$ cat config.mk
export PLATFORM = sky130hd
export DESIGN_NAME = life_mem_scheduler
export DESIGN_NICKNAME = d
export VERILOG_FILES = /design/src/rtl/life_pkg.sv /design/src/rtl/life_rule.sv /design/src/rtl/life_mem_scheduler.sv
export SDC_FILE = /design/constraint.sdc
export NUM_CORES = 1
export LEC_CHECK = 0
export ABC_CLOCK_PERIOD_IN_PS = 2800
export CORE_MARGIN = 2
export CORE_UTILIZATION = 45
export CTS_BUF_LIST = sky130_fd_sc_hd__clkbuf_8
export CTS_CLUSTER_DIAMETER = 200
export DETAILED_ROUTE_END_ITERATION = 7
export DONT_BUFFER_PORTS = 1
export SKIP_CTS_REPAIR_TIMING = 1
export SLEW_MARGIN = 20
export SYNTH_ARGS = -nofsm -noshare
export SYNTH_HDL_FRONTEND = slang
export SYNTH_SLANG_ARGS = --single-unit
$ cat constraint.sdc
create_clock -name clk -period 2.8 [get_ports clk]
set_input_delay 0.28 -clock clk [delete_from_list [all_inputs] [get_ports clk]]
set_output_delay 0.28 -clock clk [all_outputs]
set_load 0.1 [all_outputs]
$ cat src/rtl/life_pkg.sv
// rtl/life_pkg.sv - shared constants and state encoding for the life line scheduler
package life_pkg;

  localparam int CELLS     = 640;
  localparam int ADDR_W    = 10;
  localparam int CELL_W    = 4;
  localparam int ALIVE_BIT = 3;

  typedef enum logic [2:0] {
    IDLE,
    SEED,
    EV_PRIME,
    EV_READ,
    EV_WRITE
  } state_t;

endpackage

$ cat src/rtl/life_rule.sv
// rtl/life_rule.sv - elementary cellular automaton rule applied to one cell
module life_rule
  import life_pkg::*;
#(
  parameter logic [7:0] RULE        = 8'd30,
  parameter logic [2:0] ALIVE_COLOR = 3'b010
) (
  input  logic              l_alive,
  input  logic [CELL_W-1:0] c,
  input  logic              r_alive,
  output logic [CELL_W-1:0] new_cell
);

  logic [2:0] pattern;
  logic       alive;

  assign pattern = {l_alive, c[ALIVE_BIT], r_alive};
  assign alive   = RULE[pattern];

  // A surviving cell keeps its colour; a newborn gets the fixed birth colour.
  assign new_cell = alive ? {1'b1, (c[ALIVE_BIT] ? c[ALIVE_BIT-1:0] : ALIVE_COLOR)} : '0;

endmodule

$ cat src/rtl/life_mem_scheduler.sv
// rtl/life_mem_scheduler.sv - shares the cell RAM between display, reseed and evolve
module life_mem_scheduler
  import life_pkg::*;
#(
  parameter logic [7:0] RULE        = 8'd30,
  parameter logic [2:0] ALIVE_COLOR = 3'b010
) (
  input  logic              clk,
  input  logic              rst,
  input  logic              display_active,
  input  logic [ADDR_W-1:0] disp_addr,
  input  logic              frame_tick,
  input  logic              reseed_req,
  input  logic [CELL_W-1:0] random,
  input  logic [7:0]        gen_div,
  output logic [ADDR_W-1:0] mem_addr,
  output logic              mem_we,
  output logic [CELL_W-1:0] mem_wdata,
  input  logic [CELL_W-1:0] mem_rdata,
  output logic              busy,
  output logic [15:0]       generation
);

  localparam logic [ADDR_W-1:0] LAST = ADDR_W'(CELLS - 1);

  state_t            state, state_nx;
  logic [ADDR_W-1:0] idx, idx_nx;
  logic              l_q, l_nx;
  logic [CELL_W-1:0] c_q, c_nx;
  logic [7:0]        cnt;
  logic              evolve_pend, seed_pend, ev_set;
  logic              rd_valid_q;
  logic [CELL_W-1:0] rdat_q, rdat, r_cell, new_cell;
  logic [ADDR_W-1:0] int_addr;
  logic              int_we;
  logic [CELL_W-1:0] int_wdata;
  logic              rd_issue, clr_seed, clr_evolve, seed_done, ev_done;

  // Read data lands one cycle after issue; hold it across display stalls.
  assign rdat   = rd_valid_q ? mem_rdata : rdat_q;
  assign r_cell = (idx == LAST) ? '0 : rdat;
  assign ev_set = frame_tick && (gen_div != 8'd0) && (cnt >= gen_div - 8'd1);

  assign mem_addr  = display_active ? disp_addr : int_addr;
  assign mem_we    = int_we;
  assign mem_wdata = int_wdata;
  assign busy      = (state != IDLE);

  life_rule #(.RULE(RULE), .ALIVE_COLOR(ALIVE_COLOR)) u_rule (
    .l_alive  (l_q),
    .c        (c_q),
    .r_alive  (r_cell[ALIVE_BIT]),
    .new_cell (new_cell)
  );

  // Next-state and RAM access decode; everything freezes while the display owns the RAM.
  always_comb begin
    state_nx   = state;
    idx_nx     = idx;
    l_nx       = l_q;
    c_nx       = c_q;
    int_addr   = '0;
    int_we     = 1'b0;
    int_wdata  = '0;
    rd_issue   = 1'b0;
    clr_seed   = 1'b0;
    clr_evolve = 1'b0;
    seed_done  = 1'b0;
    ev_done    = 1'b0;
    unique case (state)
      IDLE: begin
        if (seed_pend) begin
          state_nx   = SEED;
          clr_seed   = 1'b1;
          clr_evolve = 1'b1;
        end else if (evolve_pend) begin
          state_nx = EV_PRIME;
        end
      end
      SEED: begin
        int_addr  = idx;
        int_we    = 1'b1;
        int_wdata = random;
        idx_nx    = idx + 1'b1;
        if (idx == LAST) begin
          idx_nx    = '0;
          seed_done = 1'b1;
          state_nx  = IDLE;
        end
      end
      EV_PRIME: begin
        clr_evolve = 1'b1;
        rd_issue   = 1'b1;
        l_nx       = 1'b0;
        idx_nx     = '0;
        state_nx   = EV_READ;
      end
      EV_READ: begin
        if (idx == '0) c_nx = rdat;
        if (idx != LAST) begin
          int_addr = idx + 1'b1;
          rd_issue = 1'b1;
        end else begin
          int_addr = idx;
        end
        state_nx = EV_WRITE;
      end
      EV_WRITE: begin
        int_addr  = idx;
        int_we    = 1'b1;
        int_wdata = new_cell;
        l_nx      = c_q[ALIVE_BIT];
        c_nx      = r_cell;
        idx_nx    = idx + 1'b1;
        state_nx  = EV_READ;
        if (idx == LAST) begin
          idx_nx   = '0;
          ev_done  = 1'b1;
          state_nx = IDLE;
        end
      end
      default: state_nx = IDLE;
    endcase
    if (display_active) begin
      state_nx   = state;
      idx_nx     = idx;
      l_nx       = l_q;
      c_nx       = c_q;
      int_we     = 1'b0;
      rd_issue   = 1'b0;
      clr_seed   = 1'b0;
      clr_evolve = 1'b0;
      seed_done  = 1'b0;
      ev_done    = 1'b0;
    end
  end

  // FSM state, cell index, neighbour window and read-capture registers.
  always_ff @(posedge clk or negedge rst) begin
    if (!rst) begin
      state      <= IDLE;
      idx        <= '0;
      l_q        <= 1'b0;
      c_q        <= '0;
      rd_valid_q <= 1'b0;
      rdat_q     <= '0;
    end else begin
      state      <= state_nx;
      idx        <= idx_nx;
      l_q        <= l_nx;
      c_q        <= c_nx;
      rd_valid_q <= rd_issue;
      if (rd_valid_q) rdat_q <= mem_rdata;
    end
  end

  // Pending requests, frame divider and generation count; a new request beats a same-cycle clear.
  always_ff @(posedge clk or negedge rst) begin
    if (!rst) begin
      cnt         <= 8'd0;
      evolve_pend <= 1'b0;
      seed_pend   <= 1'b1;
      generation  <= 16'd0;
    end else begin
      seed_pend   <= reseed_req | (seed_pend & ~clr_seed);
      evolve_pend <= ev_set | (evolve_pend & ~clr_evolve);
      if (seed_done || gen_div == 8'd0) cnt <= 8'd0;
      else if (frame_tick)              cnt <= ev_set ? 8'd0 : cnt + 8'd1;
      if (seed_done)    generation <= 16'd0;
      else if (ev_done) generation <= generation + 16'd1;
    end
  end

endmodule

==> metrics.md, run 1 <==
| Metric | Value |
|---|---|
| Mux contribution to synthesized area | `3.427%` |
| Synthesized flop and latch total | `49` |
| Max_cap viols | `0` |
| CORE AREA | `between 0.006 and 0.007 mm^2` |
| Final min period | `2.634 ns` |
| Setup violations, final | `0` |
| Chip height | `88.50 um` |
| All-Layer GR Usage | `20.46%` |
| Chip Width | `88.50 um` |
| Setup_tns | `0 ns` |
| Port Buf Inserts | `0` |
| Post-synthesis sequential area ratio | `between 30% and 40%` |
| Synth warn | `0` |
| Max FO, Critical Path | `6` |
| Avg Inst Size Synth | `8.591 um^2` |
| Leading post-synthesis cells by cell area | `dfrtp_1 (37%), ha_1 (5.8%), nand2_1 (5.3%)` |
| Count of flip-flops with a built-in enable after synthesis | `0` |
| DR vias | `2825` |
| WS Path Type | `register to output port` |
| Number of antenna diodes | `0` |
| Compound-Gate Fraction of Synth Area | `16.67%` |
| Share of cells above drive strength 1 | `17.25%` |
| Final Non-Filler Cells | `496` |
| Largest family of logic cells by synthesized area | `simple AND/OR/NAND/NOR gates` |
| CTS sink cnt | `49` |
| RSZ-0062 raised after global routing | `no` |
| Unique cell type count in the Yosys netlist | `53` |
| R2R setup slack | `0.48 ns` |
| Clk buf depth | `2` |
| Final GP Congestion | `0.8796` |
| Post-DR vias/cell | `between 5 and 6` |
| Worst r2r src | `idx[1]` |
| Placement row count | `30` |
| DRT iter0 DRCs | `146` |
| Post-Synth XOR/XNOR Area | `6.815%` |
| Mapped Area | `about 0.0032 mm^2` |
| Antenna violations before repair | `0` |
| Final worst-path cycle share | `a little over nine tenths` |
| Largest net degree at the start of global routing | `50` |
| Slew Viols, Final | `0` |
| Die ar. | `0.007832 mm^2` |
| Min-delay src | `reseed_req` |
| Clk_lat worst skew | `0.30 ns` |
| Total gr overflow | `0` |
| Worst Setup Start Kind | `register` |
| Adder-cell share of the synthesized area | `5.841%` |
| # H-tree levels | `2` |
| Crit path capture type | `output port` |
| Hold crit path type | `input port to register` |
| Post-synth top area share | `a little under two fifths` |
| Post-DRT Antenna Nets | `0` |
| Ports | `63` |
| Layout area overhead | `21.53%` |
| Nets | `445` |
| Post-synth top area cell | `dfrtp_1` |
| CTS tree | `done` |
| Peak supply drop | `0.3846 mV` |
| Cells after Synth | `between 300 and 400` |
| Cell area power density | `535.1 mW/mm^2` |
| Root Buffer | `clkbuf_8` |
| Final Routed Wirelength | `7698 um` |
| Final-report hold violation count | `0` |
| DP Wirelength | `between 5000 and 6000 um` |
| Max_slew headroom | `37.62%` |
| DR WL/cell | `15.52 um` |
| CP Data Required Time | `approximately 2.5 ns` |
| Worst Setup SP | `idx[1]` |
| Hold slack final | `0.08446 ns` |
| Vias in the first global route | `2669` |
| Drc violations | `0` |
| Global-route wire length before repair | `12790 um` |
| Worst Path Arrival | `2.35 ns` |
| Commonest register cell after synthesis | `dfrtp_1` |
| Drt first pass iters | `4` |
| Simple logic cell fraction of the synthesized area | `24.88%` |
| Asr flop ratio synth | `100.0%` |
| Leak | `1.648 nW` |
| Status | `complete, no violations` |
| Placed cell count | `around 480` |
| Clock-pin slew on the worst setup and hold paths | `0.09 ns` |
| Syn nets | `420` |
| Peak Freq | `379.6 MHz` |
| Skew final | `0.008381 ns` |
| Num CTS Buffers | `5` |
| Starting density of the core | `46.78%` |
| Worst slew pin tran | `0.9337 ns` |
cells by family (layout without fill, tap and decap cells):
| family | after synthesis | after routing |
|---|---|---|
| AOI/OAI and AO/OA | 84 | 84 |
| xor gates and xnor gates | 25 | 25 |
| adders and majority gates | 15 | 15 |
| buffers and inverters | 35 | 61 |
| DFF | 49 | 49 |
| muxes | 10 | 10 |
| and+or+nand+nor | 156 | 156 |
worst max-delay path, stage by stage (launching register included):
cell,delay (ns)
dfrtp_1,0.45
ha_4,0.19
nand4_1,0.19
nor3_4,0.31
inv_2,0.12
a21oi_1,0.19
xnor2_1,0.16
a32o_1,0.25
buf_12,0.19
cell usage after synthesis (2+ instances only):
library cell and number:
a21boi_0 4, ha_1 15, o41ai_1 2, nor4_1 8
a31oi_1 3, nand2_1 45, clkbuf_1 21, and2_1 3
nor3_1 17, xor2_1 11, or4_1 4, dfrtp_1 48
nor2_1 29, or3_1 4, mux2_2 8, and3_1 4
o211ai_1 3, nand2b_1 4, o31ai_1 3, nor3b_1 2
o21ai_0 30, nand4_1 10, inv_1 11, buf_2 2
mux2i_1 2, and4_1 2, a22o_1 8, a21o_1 2
nand3_1 15, a21oi_1 16, a32o_1 2, o311ai_0 2
xnor2_1 14
cell type report:
| class | instances | area, um^2 |
|---|---|---|
| fill | 632 | 2964 |
| multi-input combinational | 290 | 1931 |
| timing repair buffer | 41 | 498.0 |
| sequential | 49 | 1227 |
| inverter | 12 | 45.04 |
| clock inverter | 3 | 15.01 |
| clock buffer | 5 | 68.82 |
| tap | 96 | 120.1 |
stage by stage:
stage	instance area, um^2	utilization, %	setup WS, ns	total power [mW]
after floorplan	3296	-	-0.1742	1.489
after global placement	3754	54.64	0.4718	1.650
after detailed placement	3754	54.64	0.4174	1.672
after CTS	3837	55.87	0.08199	2.082
after global routing	3905	56.85	0.02879	2.229
final	3905	56.85	0.1658	2.090
layout by cell type (no fill, tap or decap), types with 4 or more instances in the layout:
cell type  synthesis  routed
nand3_1           15      14
nor2_1            29      29
nand4_1           10      10
mux2_2             8       8
and3_1             4       4
clkbuf_8           0       5
buf_12             0       9
xnor2_1           14      14
nand2_1           45      45
dfrtp_1           48      48
ha_1              15      14
inv_1             11      12
o21ai_0           30      27
nand2b_1           4       4
nor3_1            17      17
or3_1              4       4
nor4_1             8       8
or4_1              4       4
a21oi_1           16      16
xor2_1            11      11
a22o_1             8       8
buf_4              0      27
a21boi_0           4       4
path summary, 6_finish.rpt:
kind                                       to  depth (start not counted)
max in group asynchronous           seed_pend                          2
worst max-delay path             mem_wdata[1]                          8
min in group asynchronous              cnt[7]                          2
worst max register to register  generation[3]                          8
worst min-delay path                seed_pend                          1
worst min register to register      seed_pend                          2
metal layers:
layer	share of wire, %	track usage, %	vias to the layer above
met5	0	0	-
met4	0.84	4.270	0
met3	5.5	4.478	8
met2	48	32.81	66
met1	46	28.65	1350
li1	-	-	1401
sequential cells by signal, indices dropped and copies added, names as in the netlist, 3 cells and up:
signal and count:
rdat_q 4, c_q 4, idx 10, cnt 8
state 3, generation 16
report_power, final:
group / total (mW) / switching [mW] / leakage [nW] / internal [mW]
Clock: 0.403 / 0.233 / 0.0467 / 0.170
Sequential: 0.967 / 0.133 / 0.628 / 0.834
Combinational: 0.720 / 0.415 / 0.973 / 0.305
Total: 2.09 / 0.781 / 1.65 / 1.31
No activity file was read; power rests on OpenSTA's default activity.
==> run 2, diff against run 1 <==
--- a/config.mk
+++ b/config.mk
@@ -5,8 +5,8 @@
 export SDC_FILE = /design/constraint.sdc
 export NUM_CORES = 1
 export LEC_CHECK = 0
+export ABC_AREA = 1
 export ABC_CLOCK_PERIOD_IN_PS = 2800
-export CORE_MARGIN = 2
 export CORE_UTILIZATION = 45
 export CTS_BUF_LIST = sky130_fd_sc_hd__clkbuf_8
 export CTS_CLUSTER_DIAMETER = 200
==> metrics.md, run 2 <==
| Metric | Value |
|---|---|
| WS Path Type | `register to output port (unchanged)` |
| Psw | `1.435 mW (was 0.7807 mW)` |
| Final GP Congestion | `0.9110 (was 0.8796)` |
| Share of cells above drive strength 1 | `13.07% (was 17.25%)` |
| Asr flop ratio synth | `100.0% (unchanged)` |
| DP Wirelength | `5814 um (was 5610 um)` |
| Worst Setup SP | `idx[1] (unchanged)` |
| Post-DR vias/cell | `5.079 (was 5.696)` |
| Post-synth top cells | `nand2_1 (145), inv_1 (64), dfrtp_1 (48) (was dfrtp_1 (48), nand2_1 (45), o21ai_0 (30))` |
| Starting density of the core | `46.62% (was 46.78%)` |
| All-Layer GR Usage | `21.29% (was 20.46%)` |
| Max_slew headroom | `37.57% (was 37.62%)` |
| R2R setup slack | `0.91 ns (was 0.48 ns)` |
| Post-synthesis sequential area ratio | `36.11% (was 38.20%)` |
| Largest net degree at the start of global routing | `50 (unchanged)` |
| Largest family of logic cells by synthesized area | `simple AND/OR/NAND/NOR gates (unchanged)` |
| Setup crit end | `mem_addr[0] (was mem_wdata[1])` |
| Drt first pass iters | `5 (was 4)` |
| Flop pwr share | `35.8% (was 46.3%)` |
| Num CTS Buffers | `5 (unchanged)` |
| Post-Synth XOR/XNOR Area | `5.668% (was 6.815%)` |
| Peak supply drop | `0.7079 mV (was 0.3846 mV)` |
| Simple logic cell fraction of the synthesized area | `33.82% (was 24.88%)` |
| Syn nets | `515 (was 420)` |
| Worst R2R End | `cnt[1] (was generation[3])` |
| RSZ-0062 raised after global routing | `no (unchanged)` |
| Final worst-path cycle share | `93.25% (was 94.08%)` |
| Switching Fraction | `49.28% (was 37.36%)` |
| Post-DRT Antenna Nets | `0 (unchanged)` |
| Final Routed Wirelength | `7674 um (was 7698 um)` |
| Most common library cell in the layout ignoring fill and taps | `nand2_1 (was dfrtp_1)` |
| Post-synth top area share | `35.33% (was 37.38%)` |
| Max_cap viols | `0 (unchanged)` |
| Clock-pin slew on the worst setup and hold paths | `0.08 ns (was 0.09 ns)` |
| Max FO, Critical Path | `17 (was 6)` |
| CORE AREA | `0.007292 mm^2 (was 0.006869 mm^2)` |
| Slack of the critical path | `0.1890 ns (was 0.1658 ns)` |
| Vias in the first global route | `2899 (was 2669)` |
| Final min period | `2.611 ns (was 2.634 ns)` |
| Setup Slack @ Placement | `0.5137 ns (was 0.4174 ns)` |
| Post-synth top area cell | `dfrtp_1 (unchanged)` |
| Count of flip-flops with a built-in enable after synthesis | `0 (unchanged)` |
| Port Buf Inserts | `0 (unchanged)` |
| Logic pwr share | `50.1% (was 34.5%)` |
| CTS sink cnt | `49 (unchanged)` |
| Reg2Reg Depth | `10 (was 8)` |
| Setup violations, final | `0 (unchanged)` |
| Max FFs per register | `16 (unchanged)` |
| Placement row count | `31 (was 30)` |
| Clk buf depth | `2 (unchanged)` |
| Chip Width | `88.92 um (was 88.50 um)` |
| Crit path capture type | `output port (unchanged)` |
| Commonest register cell after synthesis | `dfrtp_1 (unchanged)` |
| Nets | `550 (was 445)` |
| Antenna violations before repair | `0 (unchanged)` |
| Chip height | `88.92 um (was 88.50 um)` |
| Layout area overhead | `18.55% (was 21.53%)` |
| Leading post-synthesis cells by cell area | `dfrtp_1 (35%), nand2_1 (16%), inv_1 (7.1%) (was dfrtp_1 (37%), ha_1 (5.8%), nand2_1 (5.3%))` |
| Avg Inst Size Synth | `7.248 um^2 (was 8.591 um^2)` |
| Most frequent cell after synthesis | `nand2_1 (was dfrtp_1)` |
| Synth warn | `0 (unchanged)` |
| Worst r2r src | `idx[1] (unchanged)` |
| DR WL/cell | `12.71 um (was 15.52 um)` |
| Power Internal | `1.477 mW (was 1.309 mW)` |
| DRT iter0 DRCs | `145 (was 146)` |
| Worst Path Arrival | `2.33 ns (was 2.35 ns)` |
| Synthesized flop and latch total | `49 (unchanged)` |
| CTS tree | `done (unchanged)` |
| Worst slew pin tran | `0.9365 ns (was 0.9337 ns)` |
| Largest regs | `generation (16), idx (10), cnt (8) (unchanged)` |
| CP Data Required Time | `2.52 ns (about the same)` |
| Skew final | `0.01339 ns (was 0.008381 ns)` |
| # H-tree levels | `2 (unchanged)` |
| Final-report hold violation count | `0 (unchanged)` |
| Mux contribution to synthesized area | `0.9937% (was 3.427%)` |
| Cells after Synth | `469 (was 374)` |
| Peak Freq | `383.0 MHz (was 379.6 MHz)` |
| Die ar. | `0.007906 mm^2 (was 0.007832 mm^2)` |
| Final Non-Filler Cells | `604 (was 496)` |
| Fill cells | `714 (was 632)` |
| Ports | `63 (unchanged)` |
| Clock share of power | `14.1% (was 19.3%)` |
| Worst Setup Start Kind | `register (unchanged)` |
| Mapped Area | `0.003400 mm^2 (was 0.003213 mm^2)` |
| Number of antenna diodes | `0 (unchanged)` |
| Cell area power density | `722.6 mW/mm^2 (was 535.1 mW/mm^2)` |
| Slew Viols, Final | `0 (unchanged)` |
| Commonest cells after routing, fill and taps aside | `nand2_1 (145), inv_1 (65), dfrtp_1 (48) (was dfrtp_1 (48), nand2_1 (45), nor2_1 (29))` |
| Status | `complete, no violations (unchanged)` |
| Root Buffer | `clkbuf_8 (unchanged)` |
| Drc violations | `0 (unchanged)` |
| Reg with most FFs | `generation (unchanged)` |
| Global-route wire length before repair | `13100 um (was 12790 um)` |
| Total gr overflow | `0 (unchanged)` |
| Adder-cell share of the synthesized area | `5.521% (was 5.841%)` |
| Compound-Gate Fraction of Synth Area | `9.606% (was 16.67%)` |
| Leak | `2.091 nW (was 1.648 nW)` |
| Clk_lat worst skew | `0.31 ns (was 0.30 ns)` |
| DR vias | `3068 (was 2825)` |
| Unique cell type count in the Yosys netlist | `40 (was 53)` |
| Hold crit path type | `input port to register (unchanged)` |
| Placed cell count | `594 (was 484)` |
## run 2: changes by cell type after synthesis, moves of 10 or more
cell	previous run	this run
xnor2_1	14	3
clkbuf_1	21	2
nor3_1	17	6
a21oi_1	16	6
nand3_1	15	29
nand2_1	45	145
inv_1	11	64
## run 2: per-layer routing
metal	vias to the layer above	global-route usage (%)	routed length, um
met5	-	0	0
met4	0	6.745	28
met3	2	3.232	307
met2	65	35.10	3689
met1	1406	28.87	3649
li1	1595	-	-
## run 2: final cells by class
type | instances | area [um^2] | share of cell area, %
Clock buffer | 5 | 68.82 | 1.708
Tap cell | 99 | 123.9 | 3.074
Sequential cell | 49 | 1227 | 30.46
Timing Repair Buffer | 34 | 417.9 | 10.37
Inverter | 66 | 247.7 | 6.147
Clock inverter | 3 | 13.76 | 0.3415
Multi-Input combinational cell | 348 | 1931 | 47.90
## run 2: logic make-up after synthesis
family | count (synthesis)
buf+inv | 72
compound gates | 56
fa+ha+maj | 15
mux | 3
simple gates | 252
xor+xnor | 22
flops | 49
## run 2: worst min-delay path by stage
stage,startpoint,end,slack [ns],cells after the start
after floorplan,rst,c_q[0],-0.02,0
after global placement,rst,idx[9],-0.01,0
after detailed placement,rst,idx[9],-0.01,0
after CTS,rst,generation[8],-0.36,0
after global routing,reseed_req,seed_pend,0.07,2
final,reseed_req,seed_pend,0.05,2
## run 2: power groups by stage
stage,clock [mW],sequential [mW],combinational (mW)
global placement,0,1.05,1.43
global route,0.449,1.07,1.61
finish,0.411,1.04,1.46
CTS,0.430,1.04,1.44
detailed placement,0,1.05,1.44
floorplan,0,1.02,1.14
## run 2: critical path, cell delays in order, from the launching register on
cell	delay (ns)
dfrtp_1	0.41
ha_2	0.24
nand3_4	0.10
nor2_4	0.16
nand3_4	0.25
ha_1	0.38
o221ai_2	0.17
buf_4	0.31
## run 2: per-stage QoR
| stage | setup TNS (ns) | total power, mW | util [%] | instance area [um^2] | hold WS (ns) |
|---|---|---|---|---|---|
| final | 0 | 2.912 | 55.27 | 4030 | 0.05019 |
| after global placement | 0 | 2.475 | 53.62 | 3910 | -0.01385 |
| after floorplan | -0.9614 | 2.160 | - | 3431 | -0.01559 |
| after detailed placement | 0 | 2.492 | 53.62 | 3910 | -0.01348 |
| after CTS | 0 | 2.915 | 54.75 | 3993 | -0.3588 |
| after global routing | 0 | 3.129 | 55.27 | 4030 | 0.06622 |
==> run 3, diff against run 2 <==
--- a/config.mk
+++ b/config.mk
@@ -10,6 +10,7 @@
 export CORE_UTILIZATION = 45
 export CTS_BUF_LIST = sky130_fd_sc_hd__clkbuf_8
 export CTS_CLUSTER_DIAMETER = 200
+export CTS_CLUSTER_SIZE = 28
 export DETAILED_ROUTE_END_ITERATION = 7
 export DONT_BUFFER_PORTS = 1
 export SKIP_CTS_REPAIR_TIMING = 1
==> results of run 3 <==
No change in the layout: final DEF, timing and power equal those of run 2.
